**config.mk**
```make
export PLATFORM = sky130hd
export DESIGN_NAME = dp_framer
export DESIGN_NICKNAME = d
export VERILOG_FILES = /design/src/rtl/dp_pkg.sv /design/src/rtl/dp_timing.sv /design/src/rtl/dp_framer.sv
export SDC_FILE = /design/constraint.sdc
export NUM_CORES = 1
export LEC_CHECK = 0
export CAP_MARGIN = 20
export CORE_MARGIN = 3
export CORE_UTILIZATION = 42
export CTS_CLUSTER_DIAMETER = 60
export DETAILED_ROUTE_END_ITERATION = 8
export PLACE_DENSITY_LB_ADDON = 0.25
export SETUP_SLACK_MARGIN = 0.05
export SLEW_MARGIN = 0
export SYNTH_ARGS = -nofsm -noshare
export SYNTH_HDL_FRONTEND = slang
export SYNTH_HIERARCHICAL = 1
export SYNTH_SLANG_ARGS = --single-unit
```
**constraint.sdc**
```tcl
create_clock -name clk -period 2 [get_ports clk]
set_clock_uncertainty 0.2 [all_clocks]
set_input_delay 0.4 -clock clk [delete_from_list [all_inputs] [get_ports clk]]
set_output_delay 0.4 -clock clk [all_outputs]
set_load 0.02 [all_outputs]
```
**src/rtl/dp_pkg.sv**
```systemverilog
// Shared definitions for the DisplayPort-style framer: K-code symbols, framer
// state enum and the colour-bar table used by the optional test pattern.
package dp_pkg;

    localparam logic [7:0] K_BE = 8'hFB;
    localparam logic [7:0] K_BS = 8'hBC;

    typedef enum logic [2:0] {
        ST_BE,
        ST_DATA,
        ST_BS,
        ST_VBID,
        ST_MVID,
        ST_MAUD,
        ST_DUMMY
    } dp_state_e;

    // {R, G, B}: white, yellow, cyan, green, magenta, red, blue, black
    localparam logic [23:0] BAR_COLOUR [8] = '{
        24'hFFFFFF, 24'hFFFF00, 24'h00FFFF, 24'h00FF00,
        24'hFF00FF, 24'hFF0000, 24'h0000FF, 24'h000000
    };

    function automatic logic [31:0] lanes4(input logic [7:0] b);
        return {4{b}};
    endfunction

endpackage

```
**src/rtl/dp_timing.sv**
```systemverilog
// Raster position generator for dp_framer: column hx and line ly counters,
// plus vertical-blank and start-of-line flags.
module dp_timing #(
    parameter int HTOTAL  = 600,
    parameter int VTOTAL  = 500,
    parameter int VACTIVE = 480,
    parameter int HW      = 10,
    parameter int VW      = 9
) (
    input  logic          clk,
    input  logic          rst,
    output logic [HW-1:0] hx,
    output logic [VW-1:0] ly,
    output logic          vblank,
    output logic          line_start
);

    logic [HW-1:0] hx_q, hx_d;
    logic [VW-1:0] ly_q, ly_d;

    always_comb begin
        hx_d = hx_q + 1'b1;
        ly_d = ly_q;
        if (hx_q == HW'(HTOTAL - 1)) begin
            hx_d = '0;
            ly_d = (ly_q == VW'(VTOTAL - 1)) ? '0 : ly_q + 1'b1;
        end
    end

    // Reset parks the raster at the first blank line so the converter gets a
    // full vertical blank to resynchronise before line 0.
    always_ff @(posedge clk) begin
        if (rst) begin
            hx_q <= '0;
            ly_q <= VW'(VACTIVE);
        end else begin
            hx_q <= hx_d;
            ly_q <= ly_d;
        end
    end

    assign hx         = hx_q;
    assign ly         = ly_q;
    assign vblank     = (ly_q >= VW'(VACTIVE));
    assign line_start = (hx_q == '0);

endmodule

```
**src/rtl/dp_framer.sv**
```systemverilog
// Four-lane main-link framer: inserts BE/BS/VB-ID/Mvid/Maud around payload words.
// Optional colour-bar generator enabled by defining DP_TESTPAT_EN (adds port tpat).
//
// state    | meaning
// ST_BE    | blank-end K-code, column 0 of an active line
// ST_DATA  | payload word from the converter (or colour bar)
// ST_BS    | blank-start K-code
// ST_VBID  | VB-ID byte, bit0 = vertical blank
// ST_MVID  | Mvid[7:0] byte
// ST_MAUD  | Maud byte (no audio, zero)
// ST_DUMMY | fill symbols
module dp_framer
    import dp_pkg::*;
#(
    parameter int          HACTIVE = 480,
    parameter int          VACTIVE = 480,
    parameter int          HTOTAL  = 600,
    parameter int          VTOTAL  = 500,
    parameter logic [7:0]  MVID    = 8'h00
) (
    input  logic        clk,
    input  logic        rst,
    input  logic [31:0] indat,
`ifdef DP_TESTPAT_EN
    input  logic        tpat,
`endif
    output logic        consume,
    output logic        restart,
    output logic [31:0] sym,
    output logic [3:0]  k
);

    localparam int HW = $clog2(HTOTAL);
    localparam int VW = $clog2(VTOTAL);

    logic [HW-1:0] hx;
    logic [VW-1:0] ly;
    logic          vblank;
    logic          line_start;
    logic          tpat_on;
    logic [2:0]    bar;
    dp_state_e     cur_state;
    logic [31:0]   sym_q, sym_d;
    logic [3:0]    k_q, k_d;

    dp_timing #(
        .HTOTAL (HTOTAL),
        .VTOTAL (VTOTAL),
        .VACTIVE(VACTIVE),
        .HW     (HW),
        .VW     (VW)
    ) u_timing (
        .clk       (clk),
        .rst       (rst),
        .hx        (hx),
        .ly        (ly),
        .vblank    (vblank),
        .line_start(line_start)
    );

`ifdef DP_TESTPAT_EN
    assign tpat_on = tpat;
`else
    assign tpat_on = 1'b0;
`endif

    // Each bar spans 64 payload words, counted from the first DATA column.
    assign bar = 3'((16'(hx) - 16'd1) >> 6);

    // The secondary-data columns sit at the same place on every line; only
    // active lines carry BE and payload.
    always_comb begin
        cur_state = ST_DUMMY;
        if (hx == HW'(HACTIVE + 1)) begin
            cur_state = ST_BS;
        end else if (hx == HW'(HACTIVE + 2)) begin
            cur_state = ST_VBID;
        end else if (hx == HW'(HACTIVE + 3)) begin
            cur_state = ST_MVID;
        end else if (hx == HW'(HACTIVE + 4)) begin
            cur_state = ST_MAUD;
        end else if (!vblank) begin
            if (line_start) begin
                cur_state = ST_BE;
            end else if (hx <= HW'(HACTIVE)) begin
                cur_state = ST_DATA;
            end
        end
    end

    always_comb begin
        sym_d = '0;
        k_d   = '0;
        unique case (cur_state)
            ST_BE: begin
                sym_d = lanes4(K_BE);
                k_d   = 4'hF;
            end
            ST_DATA: begin
                sym_d = tpat_on ? {BAR_COLOUR[bar], 8'h00} : indat;
            end
            ST_BS: begin
                sym_d = lanes4(K_BS);
                k_d   = 4'hF;
            end
            ST_VBID: begin
                sym_d = lanes4({7'b0, vblank});
            end
            ST_MVID: begin
                sym_d = lanes4(MVID);
            end
            default: begin
            end
        endcase
    end

    // Reset clears the symbol pipeline outright, so an interrupted line is
    // simply dropped rather than closed with BS/BE.
    always_ff @(posedge clk) begin
        if (rst) begin
            sym_q <= '0;
            k_q   <= '0;
        end else begin
            sym_q <= sym_d;
            k_q   <= k_d;
        end
    end

    assign consume = !rst && (cur_state == ST_DATA) && !tpat_on;
    assign restart = !rst && line_start && (ly == VW'(VACTIVE));
    assign sym     = sym_q;
    assign k       = k_q;

endmodule

```
Word-level counts from Yosys, hierarchy flattened:

Cells that the tools add are included.

* word-level logic and storage cells: 36
* bits of input ports: 34
* register bits: 55
* output and inout bits: 38

* $add $sub $neg: 2
* reduce and logical (&&, ||, !) cells: 8
* magnitude comparators: 2
* mux-type cells: 10
* eq/ne operators: 10

Operators with widths (number)
* 32-bit case mux with 4 select lines: 1
* 10-bit by 9-bit equality test with 1-bit output, second input constant: 4
* 3-bit 2-to-1 mux: 7
* 9-bit equality test, second input constant: 2
* 10-bit by 1-bit adder with 10-bit output, second input constant: 1
* 10-bit equality test, second input constant: 1
* 10-bit by 9-bit <= comparator with 1-bit output, second input constant: 1
* 10-bit logical NOT: 1
* 9-bit by 1-bit adder with 9-bit output, second input constant: 1
* 9-bit greater-or-equal comparator, second input constant: 1
* 9-bit 2-to-1 mux: 1
* 3-bit by 2-bit equality test with 1-bit output, second input constant: 2
* 4-bit 2-to-1 mux: 1
* 2-bit OR reduction: 2
* 3-bit by 1-bit equality test with 1-bit output, second input constant: 1
* 1-bit logical AND: 3
* 3-bit logical NOT: 1
* 1-bit logical NOT: 1

Longest topological paths before layout:

* depth after elaboration: 11
* depth in mapped cells: 10
* depth with buffers taken out: 8

By module:

Netlist, hierarchy kept.

Modules (own cells, without submodules)
* dp_framer: times used 1, sequential area each 660.6 um^2, cells an instance 160, area an instance 1363.8 um^2
* dp_timing: times used 1, sequential area each 380.4 um^2, cells an instance 108, area an instance 943.4 um^2

Least setup slack after synthesis:

Ideal clock, no wire load.

* kind: register -> output
* start point: register u_timing.hx_q[3] (netlist: u_timing/hx[3])
* end point: output restart
* arrival: 2.022 ns
* slack: -0.622 ns
* path buffers: 0
* data required time: 1.400 ns
* stages on the path, launching flop included: 6
* cells stage by stage: dfxtp_1 nor4_4 and3_1 inv_1 or4_1 nor3_1

* word-level cells in the longest chain between the ends: 3

Ends and longest elaborated chain
* start, declared: line dp_timing.sv:18 `logic [HW-1:0] hx_q, hx_d;`
* start signal, assigned: line dp_timing.sv:34 `hx_q <= '0;`
* start signal, assigned: line dp_timing.sv:37 `hx_q <= hx_d;`
* 10-bit logical NOT: line dp_timing.sv:45 `assign line_start = (hx_q == '0);`
* named net line_start: line dp_framer.sv:39 `logic line_start;`
* 1-bit logical AND (2 in series): line dp_framer.sv:130 `assign restart = !rst && line_start && (ly == VW'(VACTIVE));`
* end, declared: line dp_framer.sv:28 `output logic restart,`

The timed path passes the listed nets, and every way through them passes these cells.

Worst setup path in the final report:

* start point: register u_timing.hx_q[0] (netlist: u_timing/hx[0])
* end point: output consume

* elaborated cells on any way between the ends: 15
* classes of those cells: 1 x order compare; 5 x eq/ne; 7 x mux; 2 x reduce/logical

RTL lines
* 10-bit logical NOT: line dp_timing.sv:45
* named net line_start: line dp_framer.sv:39
* 3-bit 2-to-1 mux: line dp_framer.sv:83 `if (line_start) begin`
* 3-bit 2-to-1 mux: line dp_framer.sv:82 `end else if (!vblank) begin`
* 3-bit 2-to-1 mux: line dp_framer.sv:80 `end else if (hx == HW'(HACTIVE + 4)) begin`
* 3-bit 2-to-1 mux: line dp_framer.sv:78 `end else if (hx == HW'(HACTIVE + 3)) begin`
* 3-bit 2-to-1 mux: line dp_framer.sv:76 `end else if (hx == HW'(HACTIVE + 2)) begin`
* 3-bit 2-to-1 mux: line dp_framer.sv:74 `if (hx == HW'(HACTIVE + 1)) begin`
* 3-bit by 1-bit equality test with 1-bit output: line dp_framer.sv:129 `assign consume = !rst && (cur_state == ST_DATA) && !tpat_on;`
* 1-bit logical AND: line dp_framer.sv:129
* end, declared: line dp_framer.sv:27 `output logic consume,`

The timed path passes the listed nets, and every way through them passes these cells.

==> summary.md <==
| Metric | Value |
|---|---|
| Max cap viols | 0 |
| PD cells | 477 nW/µm² |
| Mapped Cells | 268 |
| Cell at the root of the clock tree | clkbuf_8 |
| Area growth from synthesis to final layout | 67.3% |
| DP HPWL | 4350 µm |
| Die height | 80.1 µm |
| CTS sink cnt | 52 |
| Total track usage | 0.210 |
| Synthesized area | 2310 µm² |
| Period utilization | 1.27 |
| CTS tree | built |
| Initial Utilization | 0.443 |
| Critical Path AT | 1950 ps |
| RD Place Congestion | 0.850 |
| Remaining routing DRC violations | 0 |
| Fraction of layout cells with a size suffix above 1 | 0.316 |
| Iteration-0 DRC Markers | 111 |
| Worst path required time | 1400 ps |
| Synth warn | 6 |
| Pin count of the biggest net entering global routing | 25 |
| Critical-path maximum fanout | 4 |
| Placement Cell Area | 3380 µm² |
| Die width | 80.1 µm |
| Startpoint Class | flop |
| Critical setup path kind | reg2out |
| Worst-path clk slew | 90 ps |
| Biggest cell delay along the critical path | 430 ps |
| Violated checks | setup timing |
| IO buf count | 71 |
| Setup ws final | -548 ps |
| Initial antenna violation count | 0 |
| Peak Freq | 392 MHz |
| Global route overflow | 0 |
| Setup Viol. Count Final | 35 |
| Crit-path cells | inv_1 -> ha_2 -> and3_4 -> buf_4 -> or4_4 -> o21a_4 -> nor2_4 -> buf_6 |
| Fill count | 371 |
| Synth cell types | 46 |
| Pre-antenna DRT Iters | 4 |
| Post-synth ARST share | 0 |
| DR WL/cell | 15.2 µm |
| Via count | 2,376 |
| H-Tree Depth | 2 |
| FF+latch count, synth | 52 |
| Worst slew pin tran | 417 ps |
| Slowest library cell on the worst path | or4_4 |
| Hold Crit Class | reg2reg |
| Count of nets after finishing | 423 |
| Total CTS buffers | 5 |
| Crit end category | output port |
| VDD IR max | 0.000277 V |
| Top_reg_cell synth | dfxtp_1 |
| Status | finished with violations |
| Leakage | 1.51 nW |
| Post-Layout Cell Count | 456 |
| Min Tclk post-route | 2550 ps |
| Max-slew headroom | 0.721 |
| Routed vias/inst | 5.21 |
| ANT nets after route | 0 |
| RSZ-0062 raised after global routing | true |
| Average size of a mapped cell | 8.61 µm² |
| Number of synthesized flops with an enable pin | 0 |
| Die area | 6420 µm² |
| Finished Cell Area | 3860 µm² |
| Routed wire length | 6940 µm |
| Core Rows | 26 |
| Fin. Hold Viols | 0 |
| Vias in the first global route | 2,253 |
| Worst-case clock buffer depth | 2 |
| I/O Pins | 72 |
| Sequential area share after synthesis | 0.451 |
| Placed cell count | 438 |
| N_diodes | 0 |
| Slew Limit Fails | 0 |
| Mapped Nets | 306 |
| Hold buffer count at cts | 0 |
| Skew-Pair Late Insertion Delay | 300 ps |
| First-pass GRT wire length | 10,800 µm |
| CORE AREA | 5200 µm² |
routing by layer:
metal / global-route usage / up-vias / part of all wire
li1: - / 1164 / -
met5: 0 / - / 0
met1: 0.267 / 1132 / 0.42
met4: 0.0338 / 0 / 0.0082
met3: 0.0448 / 9 / 0.064
met2: 0.370 / 71 / 0.51
state kept, by name (all words and copies together) (netlist names):
signal,cells
u_timing/ly,9
u_timing/hx,10
k,1
sym,32
cell type report:
cell class / count / area [µm²] / area share
Clock buffer: 6 / 72.6 / 0.0188
Clock inverter: 2 / 16.3 / 0.00421
Inverter: 10 / 37.5 / 0.00972
Multi-Input combinational cell: 193 / 1370 / 0.355
Sequential cell: 52 / 1050 / 0.272
Tap cell: 70 / 87.6 / 0.0227
Timing Repair Buffer: 123 / 1220 / 0.317
path summary, 6_finish.rpt:
check | depth (start not counted) | slack, ps | to | from
min | 1 | 340 | u_timing/ly[8]$_SDFFE_PP1N_ | u_timing/ly[8]$_SDFFE_PP1N_
min reg2reg | 1 | 340 | u_timing/ly[8]$_SDFFE_PP1N_ | u_timing/ly[8]$_SDFFE_PP1N_
max reg2reg | 9 | -220 | sym[23]$_SDFF_PP0_ | u_timing/hx[0]$_SDFF_PP0_
max | 8 | -550 | consume | u_timing/hx[0]$_SDFF_PP0_
repair_timing:
| action | in CTS | in global routing |
|---|---|---|
| cloned | 4 | 0 |
| pin swaps | 10 | 14 |
| gates resized for setup | 38 | 43 |
| setup buffers | 1 | 6 |
| setup endpoints to repair | 36 | 55 |
cells by family (layout without fill, tap and decap cells):
family / count (synthesis) / after routing / synth area share
and+or+nand+nor: 118 / 118 / 0.261
AOI/OAI and AO/OA: 60 / 61 / 0.164
DFF: 52 / 52 / 0.451
buffers and inverters: 24 / 141 / 0.0629
xor gates and xnor gates: 9 / 9 / 0.0342
adders and majority gates: 4 / 4 / 0.0217
muxes: 1 / 1 / 0.00434
placed cells by master (no fill, tap or decap), types with 4 or more instances in the layout:
master / synthesis / final
buf_4: 5 / 43
and2_1: 4 / 4
dfxtp_1: 52 / 47
dlymetal6s2s_1: 0 / 4
inv_1: 10 / 8
a21oi_1: 28 / 11
nand4_1: 4 / 4
nand2_1: 35 / 30
nor2_2: 0 / 7
and4_1: 6 / 5
nor2_1: 37 / 27
a21oi_2: 1 / 18
and3_1: 5 / 4
clkdlybuf4s50_1: 0 / 65
nand3_1: 11 / 10
dfxtp_2: 0 / 4
clkbuf_8: 0 / 5
o21ai_0: 7 / 7
xor2_1: 6 / 6
a31oi_1: 5 / 5
cells in the mapped netlist (5+ instances only):
cell | instances | area share
nand3_1 | 11 | 0.024
buf_4 | 5 | 0.016
nand2_1 | 35 | 0.057
a31oi_1 | 5 | 0.014
o21ai_0 | 7 | 0.015
a21oi_1 | 28 | 0.061
xor2_1 | 6 | 0.023
dfxtp_1 | 52 | 0.45
inv_1 | 10 | 0.016
nor2_1 | 37 | 0.060
and4_1 | 6 | 0.023
and3_1 | 5 | 0.014
critical path: cells and delay by family (launching register included):
family	cells	cell delay, ps
flops	1	350
simple gates	3	680
buf+inv	3	310
fa+ha+maj	1	170
compound gates	1	150
power by group:
group | switching (mW) | internal [mW] | total, mW
sequential | 0.00407 | 1.04 | 1.04
combinational | 0.0827 | 0.124 | 0.207
clock | 0.342 | 0.249 | 0.592
per-stage QoR:
step           power, mW   util  setup TNS [ps]  hold WS [ps]  setup WS, ps
3_5_place_dp        1.24  0.650           -8010           316          -808
6_report            1.84  0.742           -6350           335          -548
4_1_cts             1.83  0.705           -4550           339          -599
3_3_place_gp        1.23  0.650           -6750           311          -787
5_1_grt             1.92  0.742           -7960           362          -604
2_1_floorplan       1.13      -            -370           212          -314
No activity file was read; power rests on OpenSTA's default activity.
